==> src/rtl/bsg_link_sdr_reset_sequencer_pkg.sv <==
// Shared types for the SDR link reset sequencer: state encoding, output bundle,
// default timing, and the per-state output decode.
package bsg_link_sdr_reset_sequencer_pkg;

  localparam int link_reset_step_cycles_gp  = 16;
  localparam int link_reset_token_cycles_gp = 8;

  typedef enum logic [2:0] {
    e_seq_hold      = 3'd0,
    e_seq_token     = 3'd1,
    e_seq_token_gap = 3'd2,
    e_seq_up_rel    = 3'd3,
    e_seq_down_rel  = 3'd4,
    e_seq_ds_rel    = 3'd5,
    e_seq_done      = 3'd6
  } bsg_link_reset_seq_state_e;

  typedef struct packed {
    logic token;
    logic uplink;
    logic downlink;
    logic downstream;
    logic core_reset;
    logic done;
  } bsg_link_reset_outs_s;

  localparam bsg_link_reset_outs_s hold_outs_gp = '{1'b0, 1'b1, 1'b1, 1'b1, 1'b1, 1'b0};

  function automatic bsg_link_reset_outs_s seq_outs(input bsg_link_reset_seq_state_e s);
    bsg_link_reset_outs_s o;
    o = hold_outs_gp;
    case (s)
      e_seq_token:    o.token = 1'b1;
      e_seq_up_rel:   o.uplink = 1'b0;
      e_seq_down_rel: begin
        o.uplink   = 1'b0;
        o.downlink = 1'b0;
      end
      e_seq_ds_rel: begin
        o.uplink     = 1'b0;
        o.downlink   = 1'b0;
        o.downstream = 1'b0;
      end
      e_seq_done:     o = '{1'b0, 1'b0, 1'b0, 1'b0, 1'b0, 1'b1};
      default:        o = hold_outs_gp;
    endcase
    return o;
  endfunction

  function automatic bsg_link_reset_seq_state_e seq_next(input bsg_link_reset_seq_state_e s);
    bsg_link_reset_seq_state_e n;
    case (s)
      e_seq_hold:      n = e_seq_token;
      e_seq_token:     n = e_seq_token_gap;
      e_seq_token_gap: n = e_seq_up_rel;
      e_seq_up_rel:    n = e_seq_down_rel;
      e_seq_down_rel:  n = e_seq_ds_rel;
      default:         n = e_seq_done;
    endcase
    return n;
  endfunction

endpackage

==> src/rtl/bsg_link_sdr_reset_sequencer_if.sv <==
// Restart request in, ordered link/core resets and status out.
interface bsg_link_sdr_reset_sequencer_if;
  logic       restart_i;
  logic       async_token_reset_o;
  logic       async_uplink_reset_o;
  logic       async_downlink_reset_o;
  logic       async_downstream_reset_o;
  logic       core_reset_o;
  logic       done_o;
  logic [2:0] state_o;

  modport master (
    input  restart_i,
    output async_token_reset_o, async_uplink_reset_o, async_downlink_reset_o,
           async_downstream_reset_o, core_reset_o, done_o, state_o
  );

  modport slave (
    output restart_i,
    input  async_token_reset_o, async_uplink_reset_o, async_downlink_reset_o,
           async_downstream_reset_o, core_reset_o, done_o, state_o
  );
endinterface

==> src/rtl/bsg_link_sdr_reset_sequencer_phase_counter.sv <==
// Loadable down-counter with zero flag timing each sequencer phase.
module bsg_link_reset_seq_phase_counter #(
  parameter int width_p       = 5,
  parameter int step_cycles_p = 16
) (
  input  logic               clk_i,
  input  logic               reset_i,
  input  logic               load_i,
  input  logic [width_p-1:0] load_val_i,
  input  logic               dec_i,
  output logic               zero_o
);

  localparam logic [width_p-1:0] reset_val_lp = width_p'(step_cycles_p - 1);

  logic [width_p-1:0] r_cnt;

  // Load wins over decrement so a phase change always starts from a full count.
  always_ff @(posedge clk_i or posedge reset_i) begin
    if (reset_i)     r_cnt <= reset_val_lp;
    else if (load_i) r_cnt <= load_val_i;
    else if (dec_i)  r_cnt <= r_cnt - width_p'(1);
  end

  assign zero_o = (r_cnt == '0);

endmodule

==> src/rtl/bsg_link_sdr_reset_sequencer.sv <==
// Ordered bring-up reset sequencer for a bsg_link_sdr channel pair and its core.
// Outputs are registered from the next-state decode, so they are glitch-free.
module bsg_link_sdr_reset_sequencer
  import bsg_link_sdr_reset_sequencer_pkg::*;
#(
  parameter int step_cycles_p  = link_reset_step_cycles_gp,
  parameter int token_cycles_p = link_reset_token_cycles_gp
) (
  input  logic                            clk_i,
  input  logic                            reset_i,
  bsg_link_sdr_reset_sequencer_if.master  link_if
);

  localparam int max_cycles_lp = (step_cycles_p > token_cycles_p) ? step_cycles_p : token_cycles_p;
  localparam int cnt_width_lp  = (max_cycles_lp < 1) ? 1 : $clog2(max_cycles_lp + 1);
  localparam logic [cnt_width_lp-1:0] step_load_lp  = cnt_width_lp'(step_cycles_p - 1);
  localparam logic [cnt_width_lp-1:0] token_load_lp = cnt_width_lp'(token_cycles_p - 1);

  bsg_link_reset_seq_state_e r_state, w_state_n;
  bsg_link_reset_outs_s      r_outs, w_outs_n;
  logic                      w_cnt_zero;
  logic                      w_load;
  logic                      w_dec;
  logic [cnt_width_lp-1:0]   w_load_val;

  bsg_link_reset_seq_phase_counter #(
    .width_p      (cnt_width_lp),
    .step_cycles_p(step_cycles_p)
  ) phase_cnt (
    .clk_i     (clk_i),
    .reset_i   (reset_i),
    .load_i    (w_load),
    .load_val_i(w_load_val),
    .dec_i     (w_dec),
    .zero_o    (w_cnt_zero)
  );

  always_ff @(posedge clk_i or posedge reset_i) begin
    if (reset_i) begin
      r_state <= e_seq_hold;
      r_outs  <= hold_outs_gp;
    end else begin
      r_state <= w_state_n;
      r_outs  <= w_outs_n;
    end
  end

  // Restart outranks phase advance; DONE holds both state and count.
  always_comb begin
    w_state_n  = r_state;
    w_load     = 1'b0;
    w_dec      = 1'b0;
    w_load_val = step_load_lp;
    if (link_if.restart_i) begin
      w_state_n = e_seq_hold;
      w_load    = 1'b1;
    end else if (r_state != e_seq_done) begin
      if (w_cnt_zero) begin
        w_state_n = seq_next(r_state);
        w_load    = 1'b1;
        if (w_state_n == e_seq_token) w_load_val = token_load_lp;
      end else begin
        w_dec = 1'b1;
      end
    end
    w_outs_n = seq_outs(w_state_n);
  end

  assign link_if.async_token_reset_o      = r_outs.token;
  assign link_if.async_uplink_reset_o     = r_outs.uplink;
  assign link_if.async_downlink_reset_o   = r_outs.downlink;
  assign link_if.async_downstream_reset_o = r_outs.downstream;
  assign link_if.core_reset_o             = r_outs.core_reset;
  assign link_if.done_o                   = r_outs.done;
  assign link_if.state_o                  = r_state;

endmodule

==> src/flat_wrapper.sv <==
// flat-port wrapper written by rule: the top's interface ports become plain ports
module bsg_link_sdr_reset_sequencer_flat import bsg_link_sdr_reset_sequencer_pkg::*;
#(
  parameter int step_cycles_p  = link_reset_step_cycles_gp,
  parameter int token_cycles_p = link_reset_token_cycles_gp
)
  (clk_i, reset_i, link_if_restart_i, link_if_async_token_reset_o, link_if_async_uplink_reset_o, link_if_async_downlink_reset_o, link_if_async_downstream_reset_o, link_if_core_reset_o, link_if_done_o, link_if_state_o);
  bsg_link_sdr_reset_sequencer_if link_if_i ();
  input  logic clk_i;
  input  logic reset_i;
  input wire logic [$bits(link_if_i.restart_i)-1:0] link_if_restart_i;
  output wire logic [$bits(link_if_i.async_token_reset_o)-1:0] link_if_async_token_reset_o;
  output wire logic [$bits(link_if_i.async_uplink_reset_o)-1:0] link_if_async_uplink_reset_o;
  output wire logic [$bits(link_if_i.async_downlink_reset_o)-1:0] link_if_async_downlink_reset_o;
  output wire logic [$bits(link_if_i.async_downstream_reset_o)-1:0] link_if_async_downstream_reset_o;
  output wire logic [$bits(link_if_i.core_reset_o)-1:0] link_if_core_reset_o;
  output wire logic [$bits(link_if_i.done_o)-1:0] link_if_done_o;
  output wire logic [$bits(link_if_i.state_o)-1:0] link_if_state_o;
  assign link_if_i.restart_i = link_if_restart_i;
  assign link_if_async_token_reset_o = link_if_i.async_token_reset_o;
  assign link_if_async_uplink_reset_o = link_if_i.async_uplink_reset_o;
  assign link_if_async_downlink_reset_o = link_if_i.async_downlink_reset_o;
  assign link_if_async_downstream_reset_o = link_if_i.async_downstream_reset_o;
  assign link_if_core_reset_o = link_if_i.core_reset_o;
  assign link_if_done_o = link_if_i.done_o;
  assign link_if_state_o = link_if_i.state_o;
  bsg_link_sdr_reset_sequencer #(.step_cycles_p(step_cycles_p), .token_cycles_p(token_cycles_p)) u_core (.clk_i(clk_i), .reset_i(reset_i), .link_if(link_if_i));
endmodule
==> config.mk <==
export PLATFORM = sky130hd
export DESIGN_NAME = bsg_link_sdr_reset_sequencer_flat
export DESIGN_NICKNAME = d
export VERILOG_FILES = /design/src/rtl/bsg_link_sdr_reset_sequencer_pkg.sv /design/src/rtl/bsg_link_sdr_reset_sequencer_if.sv /design/src/rtl/bsg_link_sdr_reset_sequencer_phase_counter.sv /design/src/rtl/bsg_link_sdr_reset_sequencer.sv /design/src/flat_wrapper.sv
export SDC_FILE = /design/constraint.sdc
export NUM_CORES = 1
export LEC_CHECK = 0
export BUFFER_PORTS_ARGS = -buffer_cell sky130_fd_sc_hd__buf_2
export CORE_MARGIN = 4
export CORE_UTILIZATION = 56
export CTS_CLUSTER_SIZE = 12
export DETAILED_ROUTE_END_ITERATION = 10
export PLACE_DENSITY = 0.79
export SLEW_MARGIN = 20
export SYNTH_ARGS = -nofsm -noshare
export SYNTH_HDL_FRONTEND = slang
export SYNTH_SLANG_ARGS = --single-unit
==> constraint.sdc <==
create_clock -name clk_i -period 3.9 [get_ports clk_i]
set_input_delay 0.585 -clock clk_i [delete_from_list [all_inputs] [get_ports clk_i]]
set_output_delay 0.585 -clock clk_i [all_outputs]
set_load 0.05 [all_outputs]
==> run summary, run 1 <==
Postcts setup bufs -> 0
Max incr delay on CP -> 0.62 ns
Yosys top cell by area -> dfstp_2
DR vias -> 557
Critical Path RT -> 3.31 ns
Power per Cell Area -> 373.2 nW/um^2
CP arrival -> 1.26 ns
H-tree depth -> 1
Synth cell types -> 35
Worst-skew pair later-pin latency -> 0.29 ns
Number of vias per cell -> 5.926
Busiest grt layer -> met2
P_leak -> 0.3592 nW
Reg clk slew, reported paths -> 0.09 ns
Sequential area share after synthesis -> 49.40%
Gate Count Post-Synth -> 70
Synth top cells by count -> dfstp_2 (8), dfrtp_1 (6), inv_1 (6), nor2_1 (6), nand2_1 (5)
GR Util met2 -> 26.45%
Share of layout cells above drive strength 1 -> 32.50%
Syn_nets -> 75
Top cell type's share of synthesized area -> 28.82%
GPL Wtd Cong -> 0.8016
Cell with the most instances after synthesis -> dfstp_2
Fin crit share -> 47.25%
Grt total ovfl -> 0
DRT Wirelength -> 1348 um
HPWL after DPL -> 961.4 um
Clock sink total -> 14
Worst clock skew -> 0.001663 ns
Routed Antenna Nets -> 0
Final TNS setup -> 0 ns
Post-synth EDFFs -> 0
Area of the die -> 1944 um^2
Cell Rows -> 12
Residual DRC -> 0
Fin. Hold Viols -> 0
RSZ-0062 raised after global routing -> false
FMAX -> 542.6 MHz
Initial drt markers -> 11
Critical-path cell list -> buf_2
IO Port Bufs -> 11
I/O Pins -> 12
Crit end category -> output pin
Post-synth top flop -> dfstp_2
Peak supply drop -> 221.9 uV
Drt first pass iters -> 4
Post-synthesis cell area -> 729.5 um^2
Clock root buffer -> clkbuf_4
CTS max path bufs -> 2
Layout Nets -> 86
Outcome -> complete, no violations
Max cap viols -> 0
Final Max Slew Viols -> 0
Die H -> 44.09 um
CP Buf/Inv Count -> 1
First-pass GRT wire length -> 2221 um
Slew @ Worst Pin -> 0.6980 ns
CP max-delay cell -> dfrtp_1
Starting Density -> 62.29%
Setup CP Type -> reg -> out
Synth area leaders -> dfstp_2 (29%), dfrtp_1 (21%), ha_1 (3.4%), nor4b_4 (3.3%), inv_1 (3.1%)
Largest net degree at the start of global routing -> 15
Vias in the first global route -> 527
Resize count post-CTS -> 0
Delay-heaviest family, CP -> flip-flops
GR Util met3 -> 2.439%
Min Tclk post-route -> 1.843 ns
Total Routing Usage GR -> 16.34%
CTS Buf Count -> 3
CTS tree -> yes
Pwr Total -> 0.0003021 W
CP Max Fanout -> 13
Ant. Diodes -> 0
Die X -> 44.09 um
Number of register bits inferred by synthesis -> 14
Fin util -> 69.12%
Area growth syn-to-layout -> 10.98%
Asr flop ratio synth -> 100.0%
Min Hold Slack -> 0.3060 ns
Initial antenna violation count -> 0
Core ar. -> 1171 um^2
Final setup fails -> 0
Post-CTS Hold Fix Bufs -> 0
Relative slew slack -> 53.27%
Avg Cell Area, Syn -> 10.42 um^2
Routed length per instance -> 14.34 um
Grt met1 use -> 19.27%
Min-Delay Path Class -> in -> async
Crit path launch type -> flop
Yosys warns -> 0
Fill count -> 92
## logic make-up (layout without fill, tap and decap cells)
logic type      count (synthesis)  after routing  synth area share, %
flops                          14             14                49.40
xor+xnor                        2              2                2.402
buf+inv                        11             21                7.033
compound gates                 16             16                15.44
mux                             1              1                1.544
fa+ha+maj                       2              2                3.430
simple gates                   24             24                20.76
## state kept, by name, summed over array words and instances (netlist names)
signal,count
u_core.phase_cnt.r_cnt,5
u_core.link_if.async_token_reset_o,1
u_core.link_if.done_o,1
u_core.link_if.async_downstream_reset_o,1
u_core.link_if.async_downlink_reset_o,1
u_core.link_if.state_o,3
u_core.link_if.core_reset_o,1
u_core.link_if.async_uplink_reset_o,1
## placed cells by master (no fill, tap or decap), types with 2 or more instances in the layout
master / netlist / layout
o21ai_0: 3 / 3
nor2_1: 6 / 6
dfrtp_1: 6 / 6
dfstp_2: 8 / 8
a21oi_1: 3 / 3
buf_2: 2 / 11
ha_1: 2 / 2
nor4_1: 2 / 2
inv_1: 6 / 6
a31oi_1: 2 / 2
clkbuf_4: 0 / 3
nand2_1: 5 / 5
## layer usage
layer	share of wire, %	wire length (um)
met1	43	586
met2	49	657
met3	4.8	65
met4	2.8	38
met5	0	0
## worst paths after layout
kind | slack, ns | start | endpoint | cells past startpoint
setup / recovery | 2.06 | u_core.link_if.state_o[0] | link_if_state_o[0] | 1
hold / removal | 0.31 | reset_i | u_core.phase_cnt.r_cnt[4] | 2
setup reg to reg | 2.18 | u_core.phase_cnt.r_cnt[0] | u_core.link_if.done_o | 5
hold reg to reg | 0.53 | u_core.phase_cnt.r_cnt[0] | u_core.phase_cnt.r_cnt[0] | 2
max in group asynchronous | 3.23 | reset_i | u_core.link_if.async_downstream_reset_o | 2
min in group clk_i | 0.53 | u_core.phase_cnt.r_cnt[0] | u_core.phase_cnt.r_cnt[0] | 2
## cell type report
class | count | area, um^2 | area share, %
inverters | 6 | 22.52 | 2.782
flip-flops and latches | 14 | 360.3 | 44.51
well taps | 14 | 17.52 | 2.164
clock buffers | 4 | 36.28 | 4.482
repair buffers | 11 | 55.05 | 6.801
multi-input cells | 45 | 317.8 | 39.26
## metrics by stage
stage / cell area, um^2 / setup slack [ns] / cells
6_report: 809.5 / 2.057 / 94
4_1_cts: 809.5 / 2.045 / 94
3_5_place_dp: 773.2 / 2.146 / 90
5_1_grt: 809.5 / 1.987 / 94
2_1_floorplan: 729.5 / 2.373 / 70
3_3_place_gp: 773.2 / 2.190 / 90
## power by group
group | switching [W] | internal, W | total, W
sequential | 0.0000116 | 0.000159 | 0.000170
combinational | 0.0000132 | 0.00000980 | 0.0000230
clock | 0.0000520 | 0.0000569 | 0.000109
total | 0.0000767 | 0.000225 | 0.000302
Note: power is estimated with default switching activity, not from simulation.
==> inputs of run 2 (changes only) <==
- CORE_UTILIZATION: 56 -> 47
- PLACE_DENSITY: 0.79 -> 0.71
- clock period: 3.9 -> 1.52 ns (I/O delays scaled with it)
==> run 2 against run 1 <==
The run now ends with negative setup slack left. Via count rose by 11%. Total power grew to 2.7 times the previous value. Routed wire length increased by 22%. Final cell count grew 15%. Global-route usage increased by 1.2 points. Worst hold slack got worse by 0.015 ns. Critical endpoint is now u_core.link_if.done_o.
==> run summary, run 2 (synthesized netlist as in run 1, its figures left out) <==
Routed length per instance -> 15.24 um (+6.3%)
Clock sink total -> 14 (unchanged)
I/O Pins -> 12 (unchanged)
IO Port Bufs -> 11 (unchanged)
Crit end category -> flop
Min Tclk post-route -> 1.522 ns
Final setup margin -> -0.002025 ns (-2.059 ns)
Critical Path RT -> 1.70 ns (-1.61 ns)
Pwr Total -> 0.0008049 W (+170%)
Largest net degree at the start of global routing -> 15 (unchanged)
CTS tree -> yes
Clock power frac -> 34.0% (-2.0 points)
Worst flop-to-flop path startpoint -> u_core.phase_cnt.r_cnt[1]
Final setup fails -> 1 (+1)
Drt first pass iters -> 4 (unchanged)
Failing checks -> negative setup slack
Min-Delay Path Class -> in -> reg
Ant. Diodes -> 0 (unchanged)
Reg clk slew, reported paths -> 0.09 ns (about the same)
CP arrival -> 1.70 ns (+0.44 ns)
FMAX -> 657.0 MHz
Relative slew slack -> 65.91% (+13 points)
Number of vias per cell -> 5.750 (-3.0%)
Initial antenna violation count -> 0 (unchanged)
Layout Nets -> 99 (+15%)
GPL Wtd Cong -> 0.7260 (-9.4%)
Hold Startpoint -> link_if_restart_i
DRT Wirelength -> 1646 um (+22%)
RSZ-0062 raised after global routing -> true
First-pass GRT wire length -> 2725 um (+23%)
Area of the die -> 2246 um^2 (+16%)
Clock root buffer -> clkbuf_4
Reg with most FFs -> u_core.phase_cnt.r_cnt
Internal -> 0.0005983 W (+170%)
Power per Cell Area -> 827.9 nW/um^2 (+120%)
Sw Ratio -> 25.66% (+0.27 points)
Slew @ Worst Pin -> 0.5108 ns (-0.1872 ns)
Vias in the first global route -> 603 (+14%)
P_sw -> 0.0002065 W (+170%)
Total Routing Usage GR -> 17.59% (+1.2 points)
Initial drt markers -> 9 (-2)
Share of layout cells above drive strength 1 -> 50.54% (+18 points)
DR vias -> 621 (+11%)
Multi-input gate area -> 361.6 um^2 (+14%)
Peak supply drop -> 545.9 uV (+150%)
Die H -> 47.40 um (+7.5%)
Core ar. -> 1383 um^2 (+18%)
CP max-delay cell -> dfstp_2
CTS Buf Count -> 3 (unchanged)
P_leak -> 0.4273 nW (+19%)
H-tree depth -> 1 (unchanged)
Worst clock skew -> 0.002885 ns (+0.001222 ns)
Area growth syn-to-layout -> 33.28%
Min Hold Slack -> 0.2915 ns (-0.01458 ns)
Fin util -> 70.32% (+1.2 points)
CTS max path bufs -> 2 (unchanged)
Flop2flop setup slack -> -0.002 ns (-2.18 ns)
Setup CP Type -> reg -> reg
Critical-path cell list -> inv_2 -> ha_4 -> nor4b_4 -> buf_4 -> mux2_4 -> and2_4
Max cap viols -> 0 (unchanged)
Die X -> 47.40 um (+7.5%)
Residual DRC -> 0 (unchanged)
Sequential cell area -> 361.6 um^2 (+0.35%)
Fin. Hold Viols -> 0 (unchanged)
Starting Density -> 52.76% (-9.5 points)
R2r endpoint -> u_core.link_if.done_o
Grt total ovfl -> 0 (unchanged)
Hold Path End -> u_core.link_if.state_o[2]
Worst reg-to-reg path cell count -> 6 (+1)
Crit path launch type -> flop
WHS Path Cells -> 2
Final Max Slew Viols -> 0 (unchanged)
Max reg flops -> 5 (unchanged)
CP Max Fanout -> 6 (-7)
Cell Rows -> 13 (+1)
Max incr delay on CP -> 0.55 ns (-0.07 ns)
Outcome -> complete, but fails checks
Fin crit share -> 100.1%
Commonest non-fill, non-tap cell in the layout -> buf_2
Worst-skew pair later-pin latency -> 0.28 ns (about the same)
Fill count -> 98 (+6.5%)
Commonest non-fill, non-tap cells in the layout -> buf_2 (11), buf_4 (10), dfstp_2 (8), nor2_1 (6)
HPWL after DPL -> 1082 um (+13%)
Routed Antenna Nets -> 0 (unchanged)
Sequential share of power -> 54.7% (-1.7 points)
Combinational fraction of design power -> 11.3% (+3.7 points)
## run 2: power groups by stage
stage | Sequential [W] | Clock (W) | Combinational (W)
after global placement | 0.000441 | 0 | 0.0000738
after CTS | 0.000440 | 0.000273 | 0.0000842
after global routing | 0.000445 | 0.000297 | 0.000103
after floorplan | 0.000438 | 0 | 0.0000482
final | 0.000440 | 0.000274 | 0.0000911
after detailed placement | 0.000445 | 0 | 0.0000762
## run 2: worst max-delay path: cells and delay by family (launching register included)
family / cells / cell delay (ns)
muxes: 1 / 0.26
buffers and inverters: 2 / 0.21
DFF: 1 / 0.55
adders and majority gates: 1 / 0.15
and+or+nand+nor: 2 / 0.25
## run 2: through the flow
stage,setup TNS [ns],instance area [um^2],instances,setup slack [ns]
floorplan,0,730.7,70,0.0004147
global placement,-0.1021,843.3,100,-0.05204
detailed placement,-0.1815,843.3,100,-0.08362
CTS,-0.02044,933.4,107,-0.01466
global route,-0.1973,972.2,108,-0.05660
finish,-0.002025,972.2,108,-0.002025
## run 2: how the worst max path moves through the flow
stage / from / to / slack [ns] / cells past startpoint
after floorplan: u_core.link_if.state_o[0] / u_core.phase_cnt.r_cnt[4] / 0.0004 / 4
after global placement: u_core.phase_cnt.r_cnt[0] / u_core.link_if.done_o / -0.05 / 6
after detailed placement: u_core.phase_cnt.r_cnt[0] / u_core.phase_cnt.r_cnt[3] / -0.08 / 6
after CTS: u_core.phase_cnt.r_cnt[1] / u_core.phase_cnt.r_cnt[3] / -0.01 / 6
after global routing: u_core.phase_cnt.r_cnt[1] / u_core.phase_cnt.r_cnt[3] / -0.06 / 6
final: u_core.phase_cnt.r_cnt[1] / u_core.link_if.done_o / -0.002 / 6
## run 2: area by class of cell
type                            count  share of cell area [%]
Clock buffer                        4                   3.732
Inverter                            6                   2.317
Multi-Input combinational cell     45                   37.19
Sequential cell                    14                   37.19
Tap cell                           15                   1.931
Timing Repair Buffer               24                   17.63
## run 2: what timing repair did
| action | CTS | global route |
|---|---|---|
| pin swaps | 4 | 3 |
| setup endpoints to repair | 3 | 7 |
| buffers inserted | 2 | 1 |
| hold buffers | 1 | 0 |
| endpoints found under the hold margin | 6 | 0 |
| resized for setup | 5 | 8 |
## run 2: metal layers
| layer | part of all wire (%) | global-route usage [%] | up-vias |
|---|---|---|---|
| li1 | - | - | 295 |
| met2 | 48 | 29.41 | 17 |
| met5 | 0 | 0 | - |
| met3 | 5.2 | 4.598 | 4 |
| met1 | 44 | 20.98 | 305 |
| met4 | 2.2 | 7.735 | 0 |
